**src/rtl/uart_seq_pkg.sv**
```systemverilog
// Shared types for the UART port sequencer: command and FSM state
// encodings, rate-select constants and grant bit positions.
package uart_seq_pkg;

    typedef enum logic [1:0] {
        CMD_IDLE  = 2'd0,
        CMD_TX    = 2'd1,
        CMD_RX    = 2'd2,
        CMD_CLEAR = 2'd3
    } cmd_e;

    typedef enum logic [1:0] {
        ST_ARB     = 2'd0,
        ST_ISSUE   = 2'd1,
        ST_CAPTURE = 2'd2
    } state_e;

    localparam logic [1:0] RATE_9600   = 2'b00;
    localparam logic [1:0] RATE_19200  = 2'b01;
    localparam logic [1:0] RATE_38400  = 2'b10;
    localparam logic [1:0] RATE_115200 = 2'b11;

    // One-hot grant vector bit positions
    localparam int GNT_CLR = 0;
    localparam int GNT_TX  = 1;
    localparam int GNT_RX  = 2;

endpackage

```
**src/rtl/uart_seq_arbiter.sv**
```systemverilog
// Grant selection for the UART port sequencer.
// Ports: clr_req/tx_req/rx_req requests, rr_ptr (0=TX next, 1=RX next),
// grant one-hot [CLR,TX,RX]. Macro UART_SEQ_RR_EN enables TX/RX round-robin.
import uart_seq_pkg::*;

module uart_seq_arbiter (
    input  logic       clr_req,
    input  logic       tx_req,
    input  logic       rx_req,
    input  logic       rr_ptr,
    output logic [2:0] grant
);

`ifndef UART_SEQ_RR_EN
    // Pointer only matters in the round-robin build
    logic unused_rr_ptr;
    assign unused_rr_ptr = rr_ptr;
`endif

    always_comb begin
        grant = '0;
        if (clr_req) begin
            grant[GNT_CLR] = 1'b1;
        end else if (tx_req && rx_req) begin
`ifdef UART_SEQ_RR_EN
            if (rr_ptr) grant[GNT_RX] = 1'b1;
            else        grant[GNT_TX] = 1'b1;
`else
            grant[GNT_TX] = 1'b1;
`endif
        end else if (tx_req) begin
            grant[GNT_TX] = 1'b1;
        end else if (rx_req) begin
            grant[GNT_RX] = 1'b1;
        end
    end

endmodule

```
**src/rtl/uart_port_sequencer.sv**
```systemverilog
// Sequences TX writes, RX reads and buffer clears onto a UART control port
// as ARB -> ISSUE -> CAPTURE, one operation per three cycles.
// Ports: clk, reset (sync, active-high), cfg_rate/cfg_we rate register,
// tx_req_* / rx_req_* / rx_rsp_* requesters, clr_req/clr_ack,
// uart_control {cmd,rate}, uart_tx_data, uart_rx_data, busy.
// Macro UART_SEQ_RR_EN selects TX/RX round-robin instead of TX priority.
import uart_seq_pkg::*;

module uart_port_sequencer #(
    parameter logic [1:0] RATE_RESET = 2'b00
) (
    input  logic       clk,
    input  logic       reset,
    input  logic [1:0] cfg_rate,
    input  logic       cfg_we,
    input  logic       tx_req_valid,
    input  logic [7:0] tx_req_data,
    output logic       tx_req_ready,
    input  logic       rx_req_valid,
    output logic       rx_req_ready,
    output logic       rx_rsp_valid,
    output logic [7:0] rx_rsp_data,
    input  logic       clr_req,
    output logic       clr_ack,
    output logic [3:0] uart_control,
    output logic [7:0] uart_tx_data,
    input  logic [7:0] uart_rx_data,
    output logic       busy
);

    state_e     state_q, state_d;
    cmd_e       cmd_q, cmd_d;
    logic [7:0] data_q, data_d;
    logic [1:0] rate_q, rate_d;
    logic       rr_ptr_q, rr_ptr_d;
    logic       rsp_valid_q, rsp_valid_d;
    logic [7:0] rsp_data_q, rsp_data_d;

    logic [2:0] grant;
    logic       arb_open;
    logic       accept;

    uart_seq_arbiter u_arb (
        .clr_req (clr_req),
        .tx_req  (tx_req_valid),
        .rx_req  (rx_req_valid),
        .rr_ptr  (rr_ptr_q),
        .grant   (grant)
    );

    // Handshakes open only in ARB and never while reset is asserted
    assign arb_open     = (state_q == ST_ARB) && !reset;
    assign clr_ack      = arb_open && grant[GNT_CLR];
    assign tx_req_ready = arb_open && grant[GNT_TX];
    assign rx_req_ready = arb_open && grant[GNT_RX];
    assign accept       = clr_ack || tx_req_ready || rx_req_ready;

    always_comb begin
        state_d     = state_q;
        cmd_d       = cmd_q;
        data_d      = data_q;
        rate_d      = rate_q;
        rr_ptr_d    = rr_ptr_q;
        rsp_valid_d = 1'b0;
        rsp_data_d  = rsp_data_q;

        if (cfg_we) rate_d = cfg_rate;

        unique case (state_q)
            ST_ARB: begin
                if (accept) begin
                    state_d = ST_ISSUE;
                    data_d  = '0;
                    unique case (1'b1)
                        grant[GNT_CLR]: cmd_d = CMD_CLEAR;
                        grant[GNT_TX]: begin
                            cmd_d    = CMD_TX;
                            data_d   = tx_req_data;
                            rr_ptr_d = 1'b1;
                        end
                        grant[GNT_RX]: begin
                            cmd_d    = CMD_RX;
                            rr_ptr_d = 1'b0;
                        end
                        default: cmd_d = CMD_IDLE;
                    endcase
                end
            end
            ST_ISSUE: state_d = ST_CAPTURE;
            ST_CAPTURE: begin
                state_d = ST_ARB;
                // RX byte sampled on the edge that leaves CAPTURE
                if (cmd_q == CMD_RX) begin
                    rsp_valid_d = 1'b1;
                    rsp_data_d  = uart_rx_data;
                end
            end
            default: state_d = ST_ARB;
        endcase
    end

    always_ff @(posedge clk) begin
        if (reset) begin
            state_q     <= ST_ARB;
            cmd_q       <= CMD_IDLE;
            data_q      <= '0;
            rate_q      <= RATE_RESET;
            rr_ptr_q    <= 1'b0;
            rsp_valid_q <= 1'b0;
            rsp_data_q  <= '0;
        end else begin
            state_q     <= state_d;
            cmd_q       <= cmd_d;
            data_q      <= data_d;
            rate_q      <= rate_d;
            rr_ptr_q    <= rr_ptr_d;
            rsp_valid_q <= rsp_valid_d;
            rsp_data_q  <= rsp_data_d;
        end
    end

    // Command visible in ISSUE only, so the UART always sees an IDLE gap
    assign uart_control = {(state_q == ST_ISSUE) ? cmd_q : CMD_IDLE, rate_q};
    assign uart_tx_data = (state_q != ST_ARB) ? data_q : 8'h00;
    assign rx_rsp_valid = rsp_valid_q;
    assign rx_rsp_data  = rsp_data_q;
    assign busy         = (state_q != ST_ARB);

endmodule

```
**config.mk**
```make
export PLATFORM = sky130hd
export DESIGN_NAME = uart_port_sequencer
export DESIGN_NICKNAME = d
export VERILOG_FILES = /design/src/rtl/uart_seq_pkg.sv /design/src/rtl/uart_seq_arbiter.sv /design/src/rtl/uart_port_sequencer.sv
export SDC_FILE = /design/constraint.sdc
export NUM_CORES = 1
export LEC_CHECK = 0
export CAP_MARGIN = 20
export CELL_PAD_IN_SITES_DETAIL_PLACEMENT = 1
export CELL_PAD_IN_SITES_GLOBAL_PLACEMENT = 1
export CORE_MARGIN = 5
export CORE_UTILIZATION = 24
export CTS_BUF_LIST = sky130_fd_sc_hd__clkbuf_8 sky130_fd_sc_hd__clkbuf_16
export DETAILED_ROUTE_END_ITERATION = 8
export MAX_ROUTING_LAYER = met4
export PLACE_DENSITY = 0.75
export SLEW_MARGIN = 20
export SYNTH_ARGS = -nofsm -noshare
export SYNTH_HDL_FRONTEND = slang
export SYNTH_SLANG_ARGS = --single-unit
```
**constraint.sdc**
```tcl
create_clock -name clk -period 1.4 [get_ports clk]
set_clock_uncertainty 0.15 [all_clocks]
set_input_delay 0.14 -clock clk [delete_from_list [all_inputs] [get_ports clk]]
set_output_delay 0.14 -clock clk [all_outputs]
set_load 0.02 [all_outputs]
```
### Yosys cells after proc, flatten, opt, wreduce, memory -nomap -nowiden

Cells that the tools add are included.

| cells by class | value |
|---|---|
| eq/ne operators | 4 |
| reductions and logical operators | 13 |
| mux-type cells | 14 |
| bitwise logic cells | 1 |

Operator list:

| operator | count |
|---|---|
| $mux 8 | 2 |
| $mux 1 | 7 |
| $mux 2 | 3 |
| $pmux 2 s3 | 1 |
| $logic_and 1x1->1 | 5 |
| $eq 2x2->1 const B | 2 |
| $pmux 2 s2 | 1 |
| $reduce_and 2->1 | 2 |
| $eq 2x1->1 const B | 1 |
| $logic_not 2->1 | 1 |
| $logic_or 1x1->1 | 2 |
| $ne 2x2->1 const B | 1 |
| $reduce_bool 2->1 | 1 |
| $reduce_or 2->1 | 1 |
| $logic_not 1->1 | 1 |
| $not 1->1 | 1 |

| word-level totals | value |
|---|---|
| word-level logic and storage cells | 38 |
| input bits | 24 |
| register bits after elaboration | 23 |

### Logic depth before layout (Yosys ltp)

| depth | value |
|---|---|
| depth in word-level cells | 9 |
| depth in mapped cells | 4 |
| gate-level depth less buffers | 4 |

### By module

A second synthesis with hierarchy kept.

| unflattened totals | value |
|---|---|
| cell total of the unflattened synthesis | 101 |
| area total of the unflattened synthesis | 963.4 um^2 |

Modules (own cells, without submodules):

| module | seq. area each (um^2) | cells an instance | instances | area each (um^2) |
|---|---|---|---|---|
| uart_port_sequencer | 480.5 | 98 | 1 | 937.1 |
| uart_seq_arbiter | 0.0 | 3 | 1 | 26.3 |

### Least setup slack after synthesis

No wires, ideal clock.

| path | value |
|---|---|
| path type | flip-flop to output port |
| from | register state_q[1] |
| to | output rx_req_ready |
| buffers on the path | 0 |
| data arrival time | 1.388 ns |
| path slack | -0.278 ns |
| cell stages (with the launch flop) | 5 |
| required time | 1.110 ns |
| cells stage by stage | dfxtp_1 > nor2_4 > inv_2 > nor2_1 > nor4b_1 |

| between the ends | value |
|---|---|
| cells in the longest elaborated chain, start to end | 3 |

Ends and longest elaborated chain:

| what | RTL line | RTL |
|---|---|---|
| start, declared | uart_port_sequencer.sv:31 | `state_e state_q, state_d;` |
| start signal, assigned | uart_port_sequencer.sv:112 | `state_q <= state_d;` |
| $logic_not 2->1 | - |  |
| $logic_and 1x1->1 | uart_port_sequencer.sv:52 | `assign arb_open = (state_q == ST_ARB) && !reset;` |
| $logic_and 1x1->1 | uart_port_sequencer.sv:55 | `assign rx_req_ready = arb_open && grant[GNT_RX];` |
| end, declared | uart_port_sequencer.sv:20 | `output logic rx_req_ready,` |

Every way passes these cells.

### Worst setup path after layout

| path | value |
|---|---|
| from | register state_q[0] |
| to | output uart_tx_data[7] |

| between the ends | value |
|---|---|
| cells in the longest elaborated chain, start to end | 2 |

Ends and longest elaborated chain:

| what | RTL line | RTL |
|---|---|---|
| $reduce_bool 2->1 | uart_port_sequencer.sv:124 | `assign uart_tx_data = (state_q != ST_ARB) ? data_q : 8'h00;` |
| $mux 8 | uart_port_sequencer.sv:124 |  |
| end, declared | uart_port_sequencer.sv:26 | `output logic [7:0] uart_tx_data,` |

Every way passes these cells.

==> out/qor.csv <==
metric,value,unit
worst setup timing slack at the placement stage,-0.646,ns
overall fraction of global-route tracks in use,11.6,%
crit path cell chain,nor2_4 > inv_4 > buf_6 > and2_1 > buf_2,
CP Buf/Inv Count,3,
data arrival time of the critical path,1.26,ns
Routed wire per std cell,13.3,um
synthesis-stage register bit count,23,
worst-path fanout max,10,
worst min-delay path category,in -> reg,
number of buffers created by CTS,3,
number of hold violations in the final report,0,
Boundary Pins,49,
R2R Setup Slk,0.03,ns
"top library cells by usage in the layout, fill and taps aside","21 x dfxtp_1, 19 x clkdlybuf4s50_1, 18 x buf_4",
horizontal extent of the die,71.1,um
post-layout net count,184,
Core Region,0.00363,mm2
count of antenna diodes in the layout,0,
cell area after technology mapping,897,um2
power per unit of standard cell area,879,mW/mm2
total wirelength of the detailed-routed design,2.76,mm
leakage power total,0.730,nW
Hold Crit Start,rx_req_valid,
"slowest stage cell, crit path",dfxtp_2,
worst-case vdd ir drop,0.306,mV
shortest period the worst path allows,1.55,ns
most frequent standard cell in the layout excluding fill and tap cells,dfxtp_1,
detailed router's first-iteration violation count,9,
height of the die,71.1,um
GR Overflow Total,0,
Clock Sinks,23,
startpoint of the most critical register-to-register path,state_q[0]$_SDFFE_PP0P_,
detailed-routing iteration count for the pre-antenna-repair pass,3,
post-synthesis to final-layout area growth,79.5,%
post-layout worst setup margin,-0.149,ns
max-slew violation count,0,
number of antenna violations at the first check in global routing,0,
net count of the mapped netlist,119,
Mapped Avg Cell Area,9.44,um2
Critical Path Source,state_q[0]$_SDFFE_PP0P_,
required time of the worst setup path,1.11,ns
Least-Margin Pin Slew,0.338,ns
proportion of synthesized chip area in sequential cells,51.3,%
Post-DP HPWL,2.19,mm
total number of vias,899,
maximum level of the CTS H-tree,1,
ratio of cells with drive above 1 in the final layout,32.7,%
setup_tns,-1.54,ns
Crit. End Element,output pin,
TritonCTS clock tree,yes,
run status,finished with violations,
RSZ-0062 raised after global routing,true,
pin count of the biggest net entering global routing,15,
number of cells after detailed placement,202,
number of distinct library cells after synthesis,23,
type of the worst setup path,reg -> out,
Slew HR,77.5,%
CTS root buffer,clkbuf_8,
count of nets left with antenna violations after detail routing,0,
Startpoint Class,flip-flop,
count of unresolved DRC violations after routing,0,
first-pass GRT wire length,4.65,mm
cell count after synthesis,95,
full die area,0.00506,mm2
number of global-route vias before repair,988,
number of setup violations in the final report,12,
worst skew pair latency,0.26,ns
violations in the final reports,negative setup slack,
delay of the slowest cell on the worst path,0.34,ns
Final Cycle Share,111,%
"Warnings, synthesis",0,
routability congestion estimate from global placement,0.760,
Filler Cells Inserted,435,
initial cell density of the core,24.7,%
"non-filler cells, final",207,
upper clock frequency limit,646,MHz
standard-cell row count,22,
"CTS clk-pin slew, worst paths",0.08,ns
number of port buffers,48,
largest buffer count on any clock path,2,
Worst path top cell family by delay,buffers and inverters,
Via-to-Cell Ratio,4.34,
final core area utilization,44.3,%
Maximum Capacitance Violations,0,
-- metal layers --
metal / wire length, um / track usage, % / vias up
li1: - / - / 455
met5: 0 / - / -
met4: 29 / 3.76 / 0
met2: 1210 / 17.9 / 44
met1: 1280 / 14.3 / 396
met3: 237 / 3.84 / 4
-- power by group --
group	internal [mW]	leakage, nW	total (mW)	switching, mW
Combinational	0.173	0.516	0.316	0.143
Sequential	0.682	0.188	0.696	0.0149
Clock	0.198	0.0255	0.403	0.205
-- state kept, by name, indices dropped and copies added, names as in the netlist --
register      cells
rate_q            2
rx_rsp_valid      1
rx_rsp_data       8
cmd_q             2
state_q           2
data_q            8
-- layout make-up --
class	instances	area (um2)	area share (%)
Timing Repair Buffer	65	563	35.0
Multi-Input combinational cell	64	464	28.8
Sequential cell	23	463	28.7
Tap cell	48	60.1	3.73
Clock buffer	3	41.3	2.56
Inverter	3	13.8	0.855
Clock inverter	1	5.00	0.311
-- cells in the mapped netlist (all sizes together) --
library cell	count	share of area, %
a21oi	11	6.6
a22o	8	7.8
a311oi	1	0.98
and2	9	6.3
and3b	2	2.0
clkbuf	5	2.1
dfxtp	23	51
inv	3	1.3
mux2i	2	2.2
nand2	16	6.7
nand4bb	1	1.3
nor2	5	2.9
nor3	1	0.56
nor3b	1	0.84
nor4b	2	3.6
nor4bb	1	1.1
o21ai	2	1.1
or2	1	0.70
or3	1	0.70
-- cells by family (layout without fill, tap and decap cells) --
family / after synthesis / count (layout) / share of synthesized area, %
simple gates: 40 / 40 / 26.6
compound gates: 22 / 22 / 16.5
flops: 23 / 23 / 51.3
mux: 2 / 2 / 2.23
buf+inv: 8 / 72 / 3.35
-- worst paths after layout --
kind | endpoint | cells past startpoint
hold / removal | state_q[0]$_SDFFE_PP0P_ | 4
setup / recovery | uart_tx_data[7] | 5
setup reg to reg | rx_rsp_data[4]$_SDFFE_PP0P_ | 5
hold reg to reg | rx_rsp_data[7]$_SDFFE_PP0P_ | 2
-- per-stage QoR --
stage	area, um2	power (mW)	hold slack (ns)
after global routing	1610	1.49	0.241
final	1610	1.42	0.212
after CTS	1540	1.41	0.228
after floorplan	910	0.828	0.106
after global placement	1550	1.00	0.295
after detailed placement	1550	1.01	0.301
-- tightest hold or removal path, stage by stage --
cell and delay (ns):
dlymetal6s2s_1 0.10, buf_4 0.12, or3_4 0.11, and2_1 0.12
-- repair_timing --
action	in CTS	in global routing
hold buffers	0	0
pin swaps	1	6
resized for setup	81	17
setup buffers	0	1
setup endpoints to repair	35	24
hold endpoints to repair	0	0
(Power assumes the default switching activity.)
